$ cat src/rtl/vga_timing_gen.sv
// VGA raster timing generator: pixel-rate divider, h/v counters, sync and active decode.
// Optional VGA_FRAME_CNT_EN adds a 16-bit frame counter output.
module vga_timing_gen #(
  parameter int CLK_DIV = 2,
  parameter int H_SYNC  = 96,
  parameter int H_BP    = 48,
  parameter int H_ACT   = 640,
  parameter int H_FP    = 16,
  parameter int V_SYNC  = 2,
  parameter int V_BP    = 33,
  parameter int V_ACT   = 480,
  parameter int V_FP    = 10
) (
  input  logic       clk,
  input  logic       rst_n,
  output logic       pix_tick,
  output logic [9:0] h_cnt,
  output logic [9:0] v_cnt,
  output logic       valid,
  output logic       hsync,
  output logic       vsync,
`ifdef VGA_FRAME_CNT_EN
  output logic       frame_start,
  output logic [15:0] frame_cnt
`else
  output logic       frame_start
`endif
);

  localparam int H_TOT = H_SYNC + H_BP + H_ACT + H_FP;
  localparam int V_TOT = V_SYNC + V_BP + V_ACT + V_FP;

  localparam logic [3:0]  DIV_LAST = 4'(CLK_DIV - 1);
  localparam logic [9:0]  H_LAST   = 10'(H_TOT - 1);
  localparam logic [9:0]  V_LAST   = 10'(V_TOT - 1);
  // 11-bit bounds so an active segment ending exactly at 1024 still compares correctly
  localparam logic [10:0] H_SYNC_E = 11'(H_SYNC);
  localparam logic [10:0] H_ACT_S  = 11'(H_SYNC + H_BP);
  localparam logic [10:0] H_ACT_E  = 11'(H_SYNC + H_BP + H_ACT);
  localparam logic [10:0] V_SYNC_E = 11'(V_SYNC);
  localparam logic [10:0] V_ACT_S  = 11'(V_SYNC + V_BP);
  localparam logic [10:0] V_ACT_E  = 11'(V_SYNC + V_BP + V_ACT);

  logic [3:0]  div_cnt;
  logic [3:0]  div_nxt;
  logic [9:0]  h_nxt;
  logic [9:0]  v_nxt;
  logic [10:0] h_ext;
  logic [10:0] v_ext;
  logic        h_wrap;
  logic        v_wrap;

  always_comb begin
    div_nxt = (div_cnt == DIV_LAST) ? 4'd0 : div_cnt + 4'd1;
    h_wrap  = pix_tick && (h_cnt == H_LAST);
    v_wrap  = h_wrap && (v_cnt == V_LAST);
    h_nxt   = h_cnt;
    v_nxt   = v_cnt;
    if (pix_tick) h_nxt = h_wrap ? 10'd0 : h_cnt + 10'd1;
    if (h_wrap)   v_nxt = v_wrap ? 10'd0 : v_cnt + 10'd1;
    h_ext   = {1'b0, h_nxt};
    v_ext   = {1'b0, v_nxt};
  end

  // Decodes are taken from the next-state counters so they land on the same edge
  always_ff @(posedge clk or negedge rst_n) begin
    if (!rst_n) begin
      div_cnt     <= 4'd0;
      pix_tick    <= 1'b0;
      h_cnt       <= 10'd0;
      v_cnt       <= 10'd0;
      valid       <= 1'b0;
      hsync       <= 1'b0;
      vsync       <= 1'b0;
      frame_start <= 1'b0;
    end else begin
      div_cnt     <= div_nxt;
      pix_tick    <= (div_nxt == DIV_LAST);
      h_cnt       <= h_nxt;
      v_cnt       <= v_nxt;
      hsync       <= (h_ext >= H_SYNC_E);
      vsync       <= (v_ext >= V_SYNC_E);
      valid       <= (h_ext >= H_ACT_S) && (h_ext < H_ACT_E) &&
                     (v_ext >= V_ACT_S) && (v_ext < V_ACT_E);
      frame_start <= v_wrap;
    end
  end

`ifdef VGA_FRAME_CNT_EN
  always_ff @(posedge clk or negedge rst_n) begin
    if (!rst_n)      frame_cnt <= 16'd0;
    else if (v_wrap) frame_cnt <= frame_cnt + 16'd1;
  end
`endif

endmodule

$ cat config.mk
export PLATFORM = sky130hd
export DESIGN_NAME = vga_timing_gen
export DESIGN_NICKNAME = d
export VERILOG_FILES = /design/src/rtl/vga_timing_gen.sv
export SDC_FILE = /design/constraint.sdc
export NUM_CORES = 1
export LEC_CHECK = 0
export ABC_AREA = 1
export CAP_MARGIN = 10
export CORE_UTILIZATION = 55
export DETAILED_ROUTE_END_ITERATION = 7
export GPL_ROUTABILITY_DRIVEN = 0
export PLACE_DENSITY = 0.79
export SLEW_MARGIN = 20
export SYNTH_ARGS = -nofsm -noshare
export SYNTH_HDL_FRONTEND = slang
export SYNTH_SLANG_ARGS = --single-unit
$ cat constraint.sdc
create_clock -name clk -period 3.15 [get_ports clk]
set_clock_uncertainty 0.2 [all_clocks]
set_input_delay 0.4725 -clock clk [delete_from_list [all_inputs] [get_ports clk]]
set_output_delay 0.4725 -clock clk [all_outputs]
set_load 0.05 [all_outputs]
==> results_dict.tcl <==
set metrics [dict create \
    syn_area_mm2 0.001787 \
    vdd_ir_drop_max_uv 209.4 \
    crit_start "pix_tick" \
    cts_tree "done" \
    die_x_um 59.00 \
    synthCells 249 \
    cp.depth 1 \
    arrival_ns 1.79 \
    r2r_cells 13 \
    die-area_mm2 0.003480 \
    cts.htree.levels 2 \
    area_growth_pct 22.41 \
    async_reset_ff_frac 1.000 \
    drive_above_1_share 0.1378 \
    min_period_ns 2.460 \
    detail_route.drc_violations 0 \
    slew_headroom 0.6592 \
    seqPwrFrac 0.534 \
    setup.reg_to_reg.worst_slack_ns 1.10 \
    clock_latency_ns 0.32 \
    max_slew.worst_pin.slew_ns 0.5096 \
    crit_type "reg2out" \
    finalSetupViolCount 0 \
    period_share 0.7810 \
    clk_path_buf_depth 2 \
    crit_buf_inv 1 \
    grt_pass1_wl_mm 6.368 \
    combinationalPowerShare 0.013 \
    synth_top_area_share 0.4062 \
    cts.sinks 29 \
    synthTopCellsByCount "nand2_1, inv_1, dfrtp_1" \
    crit_path_max_fanout 10 \
    via_per_inst 4.933 \
    port_buffers 26 \
    intPower_uw 563.3 \
    coreArea_mm2 0.003078 \
    nets 287 \
    drtPass1Iterations 4 \
    synth_most_common_cell "nand2_1" \
    hold_slack_ns 0.2787 \
    endpoint "pix_tick" \
    synthTopCellsByArea "dfrtp_1, nand2_1, inv_1" \
    crit_family "buffers and inverters" \
    ys_warn_count 0 \
    grt_pass1_vias 1500 \
    hold_violations 0 \
    wirelength_mm 3.621 \
    p_leak_nw 1.227 \
    hold_depth 1 \
    synth.largest_area_cell "dfrtp_1" \
    tns_ns 0 \
    power_density_mw_per_mm2 318.3 \
    swShare 0.1909 \
    maxSlewViolCount 0 \
    ant_nets 0 \
    placementRows 20 \
    clockRootBuffer "clkbuf_4" \
    num_vias 1613 \
    max_cap_violations 0 \
    cts.clk_slew.worst_paths_ns 0.09 \
    ios 27 \
    r2r-start "v_cnt[0]" \
    syn_avg_cell_area_um2 7.176 \
    post-cts-setup-buffer-count 0 \
    grtUsageTotal 0.2478 \
    cts_resized 0 \
    synth.net_count 254 \
    synth.distinct_cells 28 \
    cts_hold_buf 0 \
    synth_ff_type "dfrtp_1" \
    synth_edf_count 0 \
    clkPwrFrac 0.453 \
    switchingPower_uw 132.9 \
    slowest_delay_ns 0.89 \
    worstPathRequired_ns 2.48 \
    reg2reg_to "valid" \
    worstHoldPathType "reg2reg" \
    grt_antenna_before_repair 0 \
    cts_made_buffers 5 \
    ys_ff_latch 29 \
    dp_hpwl_mm 2.805 \
    start_util 0.5805 \
    ys_seq_area_frac 0.4062 \
    grt_max_degree 30 \
    first_iter_violations 84 \
    endpoint_kind "output pin" \
    wire_per_inst_um 11.07 \
    grt_remaining_overflow 0 \
    cp_cell_sequence "clkdlybuf4s50_1" \
    start_kind "flop" \
    fmax_ghz 0.4065 \
    die_h_um 59.00 \
    status "finished clean" \
    n_antenna_cell 0 \
    crit_slowest_cell "clkdlybuf4s50_1" \
    rsz0062_at_grt "no" \
    power_uw 696.2 \
]
==> stage by stage <==
| stage | instance area (um2) | std cells | setup slack, ns | utilization |
|---|---|---|---|---|
| after floorplan | 1787 | 249 | 0.9218 | - |
| after global placement | 2102 | 319 | 1.048 | 0.6829 |
| after detailed placement | 2102 | 319 | 1.037 | 0.6829 |
| after CTS | 2187 | 327 | 0.6650 | 0.7106 |
| after global routing | 2187 | 327 | 0.6128 | 0.7106 |
| final | 2187 | 327 | 0.6899 | 0.7106 |
==> routing by layer <==
| layer | global-route usage | up-vias | routed length [um] |
|---|---|---|---|
| li1 | - | 842 | - |
| met1 | 0.3136 | 735 | 1743 |
| met2 | 0.4058 | 30 | 1696 |
| met3 | 0.06550 | 6 | 131 |
| met4 | 0.09524 | 0 | 50 |
| met5 | 0 | - | 0 |
==> area by class of cell <==
type / instances / area [um2]
fill: 261 / 890.9
multi-input combinational: 166 / 854.6
sequential: 29 / 725.7
timing repair buffer: 27 / 267.8
inverter: 53 / 198.9
clock buffer: 7 / 55.05
tap: 44 / 55.05
clock inverter: 1 / 30.03
==> cell usage in the layout, fill, tap and decap left out, types with 4 or more instances in the layout <==
| cell type | n |
|---|---|
| nand2_1 | 69 |
| inv_1 | 39 |
| dfrtp_1 | 29 |
| nand3_1 | 28 |
| clkdlybuf4s50_1 | 26 |
| nor2_1 | 18 |
| inv_2 | 11 |
| nor2_2 | 8 |
| nand4_1 | 8 |
| clkbuf_4 | 5 |
| o21ai_1 | 4 |
==> cell families (layout without fill, tap and decap cells) <==
logic type	count (synthesis)	count (layout)	synth area share
adders and majority gates	3	3	0.02101
AOI/OAI and AO/OA	12	12	0.03922
xor gates and xnor gates	4	4	0.01961
and+or+nand+nor	147	147	0.3985
DFF	29	29	0.4062
buffers and inverters	54	88	0.1155
==> worst reg2reg max path, delay by kind of cell (launching register included) <==
family / cells / cell delay, ns
AO/OA/AOI/OAI: 1 / 0.08
buffers and inverters: 3 / 0.18
flip-flops: 1 / 0.48
adder cells (fa/ha/maj): 1 / 0.29
AND/OR/NAND/NOR: 8 / 0.76
==> power groups by stage <==
| stage | Clock [mW] | Combinational, mW | Sequential (mW) |
|---|---|---|---|
| 3_5_place_dp | 0 | 0.00953 | 0.379 |
| 4_1_cts | 0.324 | 0.00957 | 0.372 |
| 2_1_floorplan | 0 | 0.000000703 | 0.379 |
| 3_3_place_gp | 0 | 0.00954 | 0.379 |
| 5_1_grt | 0.341 | 0.0108 | 0.372 |
| 6_report | 0.315 | 0.00890 | 0.372 |
==> state kept, by name (all words and copies together) (netlist names) <==
register     cells
div_cnt          4
v_cnt           10
hsync            1
vsync            1
valid            1
pix_tick         1
h_cnt           10
frame_start      1
==> worst min path at each step <==
stage               startpoint    endpoint  slack [ns]
finish              div_cnt[3]    pix_tick        0.28
global route        div_cnt[3]    pix_tick        0.30
CTS                 div_cnt[3]    pix_tick        0.28
detailed placement  div_cnt[3]    pix_tick        0.26
global placement    div_cnt[3]    pix_tick        0.27
floorplan                rst_n  div_cnt[0]       -0.02
Note: power is estimated with default switching activity, not from simulation.
